$ cat src/rtl/mac_tap_sequencer.sv
// mac_tap_sequencer: walks one MAC pipeline through a KernelSize-tap dot product per output pixel
module mac_tap_sequencer #(
    parameter int DataInWidth   = 8,
    parameter int DataOutWidth  = 16,
    parameter int AddrWidth     = 8,
    parameter int KernelSize    = 9,
    parameter int TimeoutCycles = 15
) (
    input  logic                    clk,
    input  logic                    reset,
    input  logic                    start,
    input  logic [DataOutWidth-1:0] bias,
    input  logic [AddrWidth-1:0]    w_base,
    input  logic [AddrWidth-1:0]    i_base,
    input  logic                    stall,
    output logic                    busy,
    output logic                    rd_en,
    output logic [AddrWidth-1:0]    w_addr,
    output logic [AddrWidth-1:0]    i_addr,
    input  logic [DataInWidth-1:0]  w_rdata,
    input  logic [DataInWidth-1:0]  i_rdata,
    output logic                    NOPIn,
    output logic [DataInWidth-1:0]  W_Data,
    output logic [DataInWidth-1:0]  I_Data,
    output logic [DataOutWidth-1:0] O_Data,
    input  logic [DataOutWidth-1:0] DataOut,
    input  logic                    NOPOut,
    output logic [DataOutWidth-1:0] result,
    output logic                    done,
    output logic                    error
);
    localparam int TW = $clog2(KernelSize + 1);
    localparam int CW = $clog2(TimeoutCycles + 1);
    typedef enum logic [2:0] {IDLE, FETCH, ISSUE, WAIT, DONE} state_t;
    state_t state, state_nx;
    logic [TW-1:0] tap;
    logic [CW-1:0] to_cnt;
    logic [AddrWidth-1:0] w_base_r, i_base_r;
    logic [DataOutWidth-1:0] acc, o_hold;
    logic [DataInWidth-1:0] w_hold, i_hold;
    logic last_tap, timed_out;
    assign last_tap  = tap == TW'(KernelSize - 1);
    assign timed_out = to_cnt == CW'(TimeoutCycles - 1);
    always_comb begin
        state_nx = state;
        unique case (state)
            IDLE:    state_nx = start ? FETCH : IDLE;
            FETCH:   state_nx = stall ? FETCH : ISSUE;
            ISSUE:   state_nx = WAIT;
            WAIT:    state_nx = !NOPOut ? (last_tap ? DONE : FETCH) : (timed_out ? DONE : WAIT);
            default: state_nx = IDLE;
        endcase
        busy   = state != IDLE;
        rd_en  = state == FETCH && !stall;
        NOPIn  = state != ISSUE;
        done   = state == DONE;
        w_addr = w_base_r + AddrWidth'(tap);
        i_addr = i_base_r + AddrWidth'(tap);
        // Operands are forwarded straight from the buffers during ISSUE and held afterwards
        W_Data = NOPIn ? w_hold : w_rdata;
        I_Data = NOPIn ? i_hold : i_rdata;
        O_Data = NOPIn ? o_hold : acc;
    end
    always_ff @(posedge clk or posedge reset) begin
        if (reset) begin
            state    <= IDLE;
            tap      <= '0;
            to_cnt   <= '0;
            w_base_r <= '0;
            i_base_r <= '0;
            acc      <= '0;
            o_hold   <= '0;
            w_hold   <= '0;
            i_hold   <= '0;
            result   <= '0;
            error    <= 1'b0;
        end else begin
            state <= state_nx;
            if (state == IDLE && start) begin
                acc      <= bias;
                w_base_r <= w_base;
                i_base_r <= i_base;
                tap      <= '0;
                error    <= 1'b0;
            end
            if (state == ISSUE) begin
                w_hold <= w_rdata;
                i_hold <= i_rdata;
                o_hold <= acc;
                to_cnt <= '0;
            end
            // A result arriving on the timeout cycle still counts as a capture
            if (state == WAIT) begin
                if (!NOPOut) begin
                    acc <= DataOut;
                    if (!last_tap)
                        tap <= tap + 1'b1;
                end else if (timed_out)
                    error <= 1'b1;
                else
                    to_cnt <= to_cnt + 1'b1;
            end
            if (state == DONE)
                result <= acc;
        end
    end
endmodule

$ cat config.mk
export PLATFORM = sky130hd
export DESIGN_NAME = mac_tap_sequencer
export DESIGN_NICKNAME = d
export VERILOG_FILES = /design/src/rtl/mac_tap_sequencer.sv
export SDC_FILE = /design/constraint.sdc
export NUM_CORES = 1
export LEC_CHECK = 0
export CELL_PAD_IN_SITES_DETAIL_PLACEMENT = 1
export CELL_PAD_IN_SITES_GLOBAL_PLACEMENT = 1
export CORE_UTILIZATION = 37
export CTS_CLUSTER_SIZE = 10
export DETAILED_ROUTE_END_ITERATION = 12
export PLACE_DENSITY_LB_ADDON = 0.1
export SKIP_LAST_GASP = 1
export SYNTH_ARGS = -nofsm -noshare
export SYNTH_HDL_FRONTEND = slang
export SYNTH_SLANG_ARGS = --single-unit
$ cat constraint.sdc
create_clock -name clk -period 8.6 [get_ports clk]
set_input_delay 1.29 -clock clk [delete_from_list [all_inputs] [get_ports clk]]
set_output_delay 1.29 -clock clk [all_outputs]
set_load 0.02 [all_outputs]
; ---- Word level (Yosys, flattened, before mapping)
; Index checks and enable logic that the tools add are counted.
; Widths: inputs -> output; s select.
[classes]
n_addsub = 4
reduce_logical = 5
n_mux = 24
eq_ne = 7
[ops]
columns = operator, count
row1 = $mux 16, 4
row2 = $mux 4, 8
row3 = $add 8x4->8, 2
row4 = $mux 8, 2
row5 = $pmux 3 s4, 1
row6 = $mux 3, 3
row7 = $add 4x1->4 const B, 2
row8 = $eq 4x4->1 const B, 2
row9 = $eq 3x2->1 const B, 2
row10 = $mux 1, 5
row11 = $eq 3x1->1 const B, 1
row12 = $eq 3x3->1 const B, 1
row13 = $logic_not 3->1, 1
row14 = $ne 3x2->1 const B, 1
row15 = $reduce_bool 3->1, 1
row16 = $logic_and 1x1->1, 2
row17 = $mux 2, 1
row18 = $logic_not 1->1, 1
[totals]
output_inout_bits = 69
ff_bits = 92
word_cells = 51
in_bits = 69

; ---- Logic depth before layout (Yosys ltp)
[logic_depth]
word_depth = 6
depth_mapped = 8

; ---- Least setup slack after synthesis
; No wires, ideal clock.
[synth_timing]
kind = input-to-output
start = input stall
end = output rd_en
path_slack_ns = 5.226
stages = 1
arrival_ns = 2.084
cell_sequence = nor4b_1
[synth_via]
elab_chain_len = 2
[synth_rtl]
columns = element, line
row1 = "start, declared", 15  ; input logic stall,
row2 = $logic_not 1->1, 54  ; rd_en = state == FETCH && !stall;
row3 = $logic_and 1x1->1, 54
row4 = "end, declared", 17  ; output logic rd_en,
; No other way between the ends.

; ---- Final worst setup path
[layout_timing]
start = register tap[0]
end = output i_addr[6]
[layout_via]
elab_chain_len = 1
[layout_rtl]
columns = element, line
row1 = "start, declared", 36  ; logic [TW-1:0] tap;
row2 = "start signal, assigned", 97  ; tap <= tap + 1'b1;
row3 = $add 8x4->8, 58  ; i_addr = i_base_r + AddrWidth'(tap);
row4 = "end, declared", 19  ; output logic [AddrWidth-1:0] i_addr,
; No other way between the ends.

==> qor.yml <==
outcome: "complete, no violations"
multi_input_area_um2: 1820
wirelength_um: 11300
slowest_stage: "clkdlybuf4s50_1"
powerDensity_nw_per_um2: 374
leakage_nw: 2.89
wl_per_cell_um: 15.9
end_kind: "primary output"
cts.clk_slew.worst_paths_ns: 0.06
min_delay_path_depth: 2
async_flop_share: 1.00
gr-total-overflow: 0
startpoint_type: "flop"
reg2reg_from: "state[1]$_DFF_PP0_"
htreeDepth: 3
grt_setup_unrepaired: "no"
min_path_type: "flop to flop"
timing.setup.tns_ns: 0
reg2reg_slack_ns: 6.38
fmax_mhz: 248
synth_top_area_frac: 0.535
start_util: 0.378
track_usage: 0.203
reg2reg_to: "acc[2]$_DFF_PP0_"
dr.pass1.iters: 4
fin_area_um2: 6080
grt_pass1_vias: 3727
synth_edf_count: 0
vias_per_cell: 4.96
hold_slack_ns: 0.471
worstPathArrival_ns: 2.74
hpwl_um: 7850
antenna_found_initial: 0
cts_sinks: 92
cts_setup_buffers: 0
die_area_um2: 12100
grt_max_degree: 54
clk_latency_ns: 0.34
drtIter0Drc: 139
dpl_worst_slack_ns: 4.62
min_from: "o_hold[14]$_DFFE_PP0P_"
numCtsBuffers: 9
die_y_um: 110
tightest_slew_ns: 1.08
synth_area_leader_cell: "dfrtp_1"
place_congestion: 0.727
slew_headroom: 0.280
reg2reg_depth: 4
fill_cells: 1287
finalHoldViolations: 0
crit_fanout: 7
post_cts_resized: 0
cts_hold_buf: 0
synthToLayoutAreaGrowth_pct: 41.2
period_needed_ns: 4.03
synth-seq-area-share: 0.535
diodes: 0
required_ns: 7.31
tritoncts: "yes"
io_buffers: 137
post-route-drc-count: 0
synth.avg_cell_area_um2: 9.96
synthFlopType: "dfrtp_1"
placed_area_um2: 5760
ant_nets: 0
synth_area_um2: 4300
nNetsFinal: 647
dieWidth_um: 110
hold_end: "o_hold[14]$_DFFE_PP0P_"
cp_cell_sequence: "ha_1 -> fa_1 -> a21o_1 -> a21oi_1 -> nor2_1 -> xor2_1 -> clkdlybuf4s50_1"
cts.path.max_buffers: 2
grt_pass1_wl_um: 18500
fin_worst_skew_ns: 0.00861
max-vdd-ir-drop_mv: 0.234
num_vias: 3535
syn-num-nets: 515
regArea_um2: 2300
crit_path_max_incr_delay_ns: 0.61
power.total_mw: 2.27
synthDistinctLibCells: 49
core_area_um2: 11400
pin_count: 138
yosys_warnings: 0
timing_worst_setup_path_type: "flop to primary output"
cts-root-buf: "clkbuf_16"
cap_violations: 0
layout-drive-gt1-share: 0.0721
setup_violations: 0
fin_crit_sh: 0.468
ys_ff_latch: 92
drv_slew: 0
synth_area_leaders: "dfrtp_1 54%, nand2_1 14%, mux2i_1 3.7%"
worst_slack_ns: 4.57
syn-instance-count: 432
rows: 39
==> power breakdown <==
part	internal, mW	switching [mW]	leakage (nW)
clock network	0.261	0.166	0.159
registers	0.601	0.124	1.18
logic	0.506	0.615	1.55
total	1.37	0.904	2.89
==> cell type report <==
| cell class | instances | share of cell area |
|---|---|---|
| Multi-Input combinational cell | 306 | 0.300 |
| Inverter | 15 | 0.00988 |
| Clock buffer | 11 | 0.0400 |
| Clock inverter | 5 | 0.0124 |
| Tap cell | 143 | 0.0294 |
| Sequential cell | 92 | 0.379 |
| Timing Repair Buffer | 140 | 0.229 |
==> worst max-delay path: cells and delay by family, from the launching register on <==
family	cells	cell delay (ns)
adders and majority gates	2	0.68
buffers and inverters	1	0.61
DFF	1	0.46
AOI/OAI and AO/OA	2	0.42
xor gates and xnor gates	1	0.14
and+or+nand+nor	1	0.09
==> state kept, by name, indices dropped and copies added, names as in the netlist <==
register,flops
acc,16
error,1
i_base_r,8
i_hold,8
o_hold,16
result,16
state,3
tap,4
to_cnt,4
w_base_r,8
w_hold,8
==> cell usage after synthesis (3+ instances only) <==
master / n
mux2_4: 9
dfrtp_1: 92
nor2b_1: 3
nand3_1: 10
xor2_1: 5
mux2i_1: 16
xnor2_1: 4
a21oi_1: 10
o211ai_1: 5
buf_2: 8
o22ai_1: 3
buf_4: 5
ha_1: 12
inv_1: 14
nand2_1: 161
nor2_1: 5
o21ai_0: 16
mux2_2: 7
clkbuf_1: 3
o21ai_1: 8
==> stage by stage <==
| step | util | cells |
|---|---|---|
| finish | 0.534 | 712 |
| detailed placement | 0.506 | 696 |
| floorplan | - | 432 |
| global placement | 0.506 | 696 |
| global route | 0.534 | 712 |
| CTS | 0.534 | 712 |
==> worst max-delay path by stage <==
| stage | cells past startpoint | to | startpoint | slack (ns) |
|---|---|---|---|---|
| 4_1_cts | 7 | i_addr[6] | tap[0]$_DFF_PP0_ | 4.55 |
| 2_1_floorplan | 1 | acc[0]$_DFF_PP0_ | reset | 4.92 |
| 5_1_grt | 7 | i_addr[6] | tap[0]$_DFF_PP0_ | 4.38 |
| 3_5_place_dp | 3 | rd_en | stall | 4.62 |
| 6_report | 7 | i_addr[6] | tap[0]$_DFF_PP0_ | 4.57 |
| 3_3_place_gp | 3 | rd_en | stall | 4.62 |
==> placed cells by master (no fill, tap or decap), types with 3 or more instances in the layout <==
cell type          n
a21oi_1           10
buf_4              3
clkbuf_16          9
clkdlybuf4s50_1  137
clkinv_2           4
dfrtp_1           92
ha_1              12
inv_1             13
mux2_2             7
mux2_4             9
mux2i_1           16
nand2_1          161
nand3_1           10
nor2_1             5
nor2b_1            3
o211ai_1           5
o21ai_0           16
o21ai_1            8
o22ai_1            3
xnor2_1            4
xor2_1             5
==> layer usage <==
| layer | share of wire | global-route usage | up-vias |
|---|---|---|---|
| li1 | - | - | 1691 |
| met1 | 0.43 | 0.252 | 1750 |
| met2 | 0.51 | 0.351 | 79 |
| met3 | 0.043 | 0.0350 | 15 |
| met4 | 0.018 | 0.0800 | 0 |
| met5 | 0 | 0 | - |
==> cells by family (layout without fill, tap and decap cells) <==
family / count (synthesis) / after routing / share of synthesized area
compound gates: 55 / 55 / 0.0768
xor+xnor: 9 / 9 / 0.0183
fa+ha+maj: 14 / 14 / 0.0442
buf+inv: 34 / 171 / 0.0410
flops: 92 / 92 / 0.535
mux: 32 / 32 / 0.0870
simple gates: 196 / 196 / 0.197
(Power assumes the default switching activity.)
